File: config.mk
export PLATFORM = sky130hd
export DESIGN_NAME = tile_row_packer_flat
export DESIGN_NICKNAME = d
export VERILOG_FILES = /design/src/rtl/tile_pkg.sv /design/src/rtl/tile_row_packer_if.sv /design/src/rtl/tile_slot.sv /design/src/rtl/tile_row_packer.sv /design/src/flat_wrapper.sv
export SDC_FILE = /design/constraint.sdc
export NUM_CORES = 1
export LEC_CHECK = 0
export CORE_ASPECT_RATIO = 1.5
export CORE_UTILIZATION = 25
export DETAILED_ROUTE_END_ITERATION = 6
export HOLD_SLACK_MARGIN = 0.12
export PLACE_DENSITY = 0.45
export SLEW_MARGIN = 20
export SYNTH_ARGS = -nofsm -noshare
export SYNTH_HDL_FRONTEND = slang
export SYNTH_SLANG_ARGS = --single-unit
File: constraint.sdc
create_clock -name clk -period 2.65 [get_ports clk]
set_input_delay 0.795 -clock clk [delete_from_list [all_inputs] [get_ports clk]]
set_output_delay 0.795 -clock clk [all_outputs]
set_load 0.1 [all_outputs]
File: src/rtl/tile_pkg.sv
// rtl/tile_pkg.sv - shared tile geometry for the row packer and the 4x4 transform
package tile_pkg;
  localparam int W      = 8;
  localparam int ROWS   = 4;
  localparam int COLS   = 4;
  localparam int ROW_W  = COLS * W;
  localparam int TILE_W = ROWS * ROW_W;

  typedef logic [1:0] row_idx_t;
endpackage

File: src/rtl/tile_row_packer_if.sv
// rtl/tile_row_packer_if.sv - row input stream and tile output stream of the packer
interface tile_row_packer_if
  import tile_pkg::*;
#(
  parameter int W = tile_pkg::W
);
  logic                      in_valid;
  logic                      in_ready;
  logic [COLS*W-1:0]         in_row;
  logic                      in_sof;
  logic                      out_valid;
  logic                      out_ready;
  logic [ROWS*COLS*W-1:0]    out_tile;

  modport master (
    output in_valid, in_row, in_sof, out_ready,
    input  in_ready, out_valid, out_tile
  );

  modport slave (
    input  in_valid, in_row, in_sof, out_ready,
    output in_ready, out_valid, out_tile
  );
endinterface

File: src/rtl/tile_slot.sv
// rtl/tile_slot.sv - one ping-pong slot: four row registers and a full flag
module tile_slot
  import tile_pkg::*;
#(
  parameter int W = tile_pkg::W
) (
  input  logic                   clk,
  input  logic                   rstn,
  input  logic                   wr_en,
  input  row_idx_t               wr_idx,
  input  logic [COLS*W-1:0]      wr_row,
  input  logic                   set_full,
  input  logic                   clr,
  output logic                   full,
  output logic [ROWS*COLS*W-1:0] tile
);
  logic [ROWS-1:0][COLS*W-1:0] rows;

  assign tile = rows;

  always_ff @(posedge clk or negedge rstn) begin
    if (!rstn) begin
      rows <= '0;
      full <= 1'b0;
    end else begin
      if (wr_en) begin
        rows[wr_idx] <= wr_row;
      end
      // a slot is never filled and drained in the same cycle, so order is moot
      if (set_full) begin
        full <= 1'b1;
      end else if (clr) begin
        full <= 1'b0;
      end
    end
  end
endmodule

File: src/rtl/tile_row_packer.sv
// rtl/tile_row_packer.sv - packs four accepted rows into one tile, double-buffered
module tile_row_packer
  import tile_pkg::*;
#(
  parameter int W = tile_pkg::W
) (
  input  logic              clk,
  input  logic              rstn,
  tile_row_packer_if.slave  bus,
  output logic              err_sync,
  output logic [15:0]       tile_cnt
);
  localparam int TW = ROWS * COLS * W;

  logic          full [2];
  logic [TW-1:0] tiles [2];
  logic          wr_sel;
  logic          rd_sel;
  row_idx_t      row_cnt;

  logic          in_ready_int;
  logic          accept;
  logic          handoff;
  logic          resync;
  logic          last_row;
  row_idx_t      wr_idx;

  // in_ready looks only at registered full flags, never at out_ready
  assign in_ready_int  = !full[wr_sel];
  assign bus.in_ready  = in_ready_int;
  assign bus.out_valid = full[rd_sel];
  assign bus.out_tile  = tiles[rd_sel];

  assign accept   = bus.in_valid && in_ready_int;
  assign handoff  = full[rd_sel] && bus.out_ready;
  assign resync   = accept && bus.in_sof && (row_cnt != '0);
  assign wr_idx   = resync ? '0 : row_cnt;
  assign last_row = accept && (wr_idx == row_idx_t'(ROWS - 1));

  for (genvar s = 0; s < 2; s++) begin : g_slot
    tile_slot #(.W(W)) u_slot (
      .clk      (clk),
      .rstn     (rstn),
      .wr_en    (accept && (wr_sel == 1'(s))),
      .wr_idx   (wr_idx),
      .wr_row   (bus.in_row),
      .set_full (last_row && (wr_sel == 1'(s))),
      .clr      (handoff && (rd_sel == 1'(s))),
      .full     (full[s]),
      .tile     (tiles[s])
    );
  end

  always_ff @(posedge clk or negedge rstn) begin
    if (!rstn) begin
      wr_sel   <= 1'b0;
      rd_sel   <= 1'b0;
      row_cnt  <= '0;
      err_sync <= 1'b0;
      tile_cnt <= '0;
    end else begin
      err_sync <= resync;
      if (accept) begin
        if (resync) begin
          row_cnt <= row_idx_t'(1);
        end else if (last_row) begin
          row_cnt <= '0;
        end else begin
          row_cnt <= row_cnt + row_idx_t'(1);
        end
      end
      if (last_row) begin
        wr_sel <= !wr_sel;
      end
      if (handoff) begin
        rd_sel   <= !rd_sel;
        tile_cnt <= tile_cnt + 16'd1;
      end
    end
  end
endmodule
File: src/flat_wrapper.sv
// flat-port wrapper written by rule: the top's interface ports become plain ports
module tile_row_packer_flat import tile_pkg::*;
#(
  parameter int W = tile_pkg::W
)
  (clk, rstn, err_sync, tile_cnt, bus_in_valid, bus_in_row, bus_in_sof, bus_out_ready, bus_in_ready, bus_out_valid, bus_out_tile);
  tile_row_packer_if #(.W(W)) bus_i ();
  input  logic clk;
  input  logic rstn;
  output logic err_sync;
  output logic [15:0] tile_cnt;
  input wire logic [$bits(bus_i.in_valid)-1:0] bus_in_valid;
  input wire logic [$bits(bus_i.in_row)-1:0] bus_in_row;
  input wire logic [$bits(bus_i.in_sof)-1:0] bus_in_sof;
  input wire logic [$bits(bus_i.out_ready)-1:0] bus_out_ready;
  output wire logic [$bits(bus_i.in_ready)-1:0] bus_in_ready;
  output wire logic [$bits(bus_i.out_valid)-1:0] bus_out_valid;
  output wire logic [$bits(bus_i.out_tile)-1:0] bus_out_tile;
  assign bus_i.in_valid = bus_in_valid;
  assign bus_i.in_row = bus_in_row;
  assign bus_i.in_sof = bus_in_sof;
  assign bus_i.out_ready = bus_out_ready;
  assign bus_in_ready = bus_i.in_ready;
  assign bus_out_valid = bus_i.out_valid;
  assign bus_out_tile = bus_i.out_tile;
  tile_row_packer #(.W(W)) u_core (.clk(clk), .rstn(rstn), .bus(bus_i), .err_sync(err_sync), .tile_cnt(tile_cnt));
endmodule
==> summary.txt <==
Logic synthesis
  • Unique cell type count in the Yosys netlist: 31
  • Synth warn: 0
  • Post-synthesis register bit count: 279
  • Mapped Area: 12,300 um^2
  • Post-synthesis sequential area ratio: 56.6%
  • Net Count, Synth: 829
  • Syn avg cell area: 15.6 um^2
  • Post-Syn Instances: 790

STA
  • Relative slew slack: 65.8%
  • Count of final setup violators: 127
  • Endpoints failing hold: 0
  • Worst setup margin: -0.112 ns
  • Final min period: 2.76 ns
  • Final-report max-slew violation count: 0
  • Final clock period utilization by the worst path: 104%
  • Max Clock Freq: 0.362 GHz
  • Max Clock Skew: 0.00797 ns
  • Worst slew pin tran: 0.513 ns
  • RSZ-0062 raised after global routing: true

Clocking
  • Clk sinks: 279
  • Clk root buf: clkbuf_16
  • Clock tree buffer depth: 3
  • Clock latency at the later pin of the worst-skew pair: 0.56 ns
  • H-tree depth: 1
  • Clock transition at path regs: 0.06 ns
  • CTS buffer count: 30
  • CTS tree: yes

Drt
  • Via/cell ratio: 4.28
  • Average routed wire per standard cell: 19.8 um
  • DRT antenna net count: 0
  • Total number of vias: 7,221
  • DRT Pass-1 Iters: 4
  • Starting DRC count in detailed routing: 188
  • Final wirelength: 33,400 um
  • DRC Markers: 0

Global routing
  • First-pass GRT wire length: 50,800 um
  • Largest net degree at the start of global routing: 91
  • Vias in the first global route: 7,955
  • Total gr overflow: 0
  • Initial antenna violation count: 0
  • GRT Overall Usage: 13.3%

Die
  • Core area: 48,700 um^2
  • Ports: 184
  • # rows: 99
  • Chip width: 183 um
  • Die ar.: 50,300 um^2
  • Starting density of the core: 25.4%
  • DIE HEIGHT: 274 um

Cells and area
  • Area of the multi-input gates: 5420 um^2
  • Layout Area Growth over Synthesis: 47.1%
  • Commonest non-fill, non-tap cells in the layout: dfrtp_1, mux2_2, mux2_4, buf_12
  • Register area: 6990 um^2
  • Diode count: 0
  • Final Instance Area: 18,200 um^2
  • Layout Nets: 1,052
  • Share of post-route cells with drive strength above 1: 61.9%
  • Fillers: 4,603
  • Most common cell after layout, fill and taps aside: dfrtp_1

Run status
  • Failing checks: setup timing
  • Status: finished with violations

Worst setup path
  • Required time worst endpoint: 1.86 ns
  • Worst setup EP type: output port
  • FF-to-FF End: u_core.tile_cnt[14]
  • R2R Path Start: u_core.rd_sel
  • CP Launch Type: flop
  • FF-to-FF path depth: 8
  • R2R setup slack: 0.51 ns
  • Worst Path Max Fanout: 17
  • Worst endpoint data arrival time: 1.97 ns
  • CP Class: reg2out

Worst hold path
  • HP Class: in2async

Placed design
  • Gpl congestion: 0.705
  • HPWL after DPL: 21,700 um
  • Port buffer count: 183
  • Placed cell areas: 16,500 um^2

Job
  • MaxCap Viol Count: 0
layout make-up:
cell class	count	area share, %
flip-flops and latches	279	38.5
multi-input cells	463	29.9
repair buffers	234	21.7
clock buffers	43	4.96
well taps	656	4.52
clock inverters	8	0.358
inverters	5	0.103
how the worst max path moves through the flow:
stage | endpoint | slack, ns | depth (start not counted) | startpoint
final | bus_out_tile[86] | -0.11 | 4 | u_core.rd_sel
after global routing | bus_out_tile[58] | -0.17 | 4 | u_core.rd_sel
after CTS | bus_out_tile[89] | -0.16 | 4 | u_core.rd_sel
after detailed placement | u_core.g_slot[1].u_slot.tile[59] | -0.06 | 6 | bus_in_sof
after global placement | u_core.g_slot[1].u_slot.tile[52] | -0.07 | 6 | bus_in_sof
after floorplan | bus_out_tile[0] | 0.34 | 4 | u_core.rd_sel
state kept, by name, summed over array words and instances, names as in the netlist:
name,count
u_core.wr_sel,1
u_core.g_slot.u_slot.tile,256
u_core.g_slot.u_slot.full,2
u_core.rd_sel,1
u_core.tile_cnt,16
u_core.row_cnt,2
u_core.err_sync,1
stage by stage:
| step | util (%) | TNS (ns) | hold WS (ns) | setup slack [ns] | cells |
|---|---|---|---|---|---|
| 2_1_floorplan | - | 0 | 0.459 | 0.344 | 790 |
| 3_3_place_gp | 33.8 | -3.29 | 0.471 | -0.0711 | 1619 |
| 3_5_place_dp | 33.8 | -1.86 | 0.472 | -0.0553 | 1619 |
| 4_1_cts | 36.6 | -13.93 | 0.128 | -0.161 | 1682 |
| 5_1_grt | 37.3 | -16.52 | 0.142 | -0.174 | 1688 |
| 6_report | 37.3 | -8.95 | 0.137 | -0.112 | 1688 |
critical path, stage by stage, from the launching register on:
cell and delay [ns]:
dfrtp_4 0.51, buf_12 0.18, buf_16 0.18, mux2_4 0.34
buf_12 0.17
synth_stat cells:
cell type,n,area [um^2]
nand2b_4,1,13.8
dfrtp_1,279,6980
nor2_1,7,26.3
a21oi_1,2,10.0
mux2_1,2,22.5
clkbuf_2,1,5.00
buf_2,26,130
ha_1,2,25.0
a31oi_1,1,6.26
buf_6,7,78.8
mux2i_1,2,20.0
buf_12,3,60.1
nor3_1,2,10.0
nand4_1,5,31.3
nand4b_1,1,8.76
xnor2_1,12,105
nand3b_1,2,15.0
mux2_4,60,901
o2bb2ai_1,1,8.76
nand2_1,16,60.1
and3_1,2,12.5
inv_1,5,18.8
xor2_1,3,26.3
nand3_1,8,40.0
or2_1,1,6.26
mux2_2,323,3640
clkbuf_1,6,22.5
o21ai_0,4,20.0
nor4_1,2,12.5
or3_1,2,12.5
nand2b_1,2,12.5
metal layers:
| metal | GRT usage, % | share of wire (%) |
|---|---|---|
| met1 | 16.1 | 42 |
| met2 | 24.0 | 52 |
| met3 | 2.67 | 4.6 |
| met4 | 3.11 | 1.4 |
| met5 | 0 | 0 |
repair_timing:
item	in CTS	in global routing
gates resized for setup	46	61
buffers inserted	8	1
endpoints found under the setup margin	124	127
gates cloned	4	5
hold buffers	0	0
cells by family after synthesis:
logic type	share of synthesized area [%]
xor gates and xnor gates	1.06
AOI/OAI and AO/OA	0.365
DFF	56.6
adders and majority gates	0.203
muxes	37.1
and+or+nand+nor	2.12
buffers and inverters	2.55
Power is not shown: default switching activity piles up to over one toggle a cycle in this logic, so the estimate is an artifact.
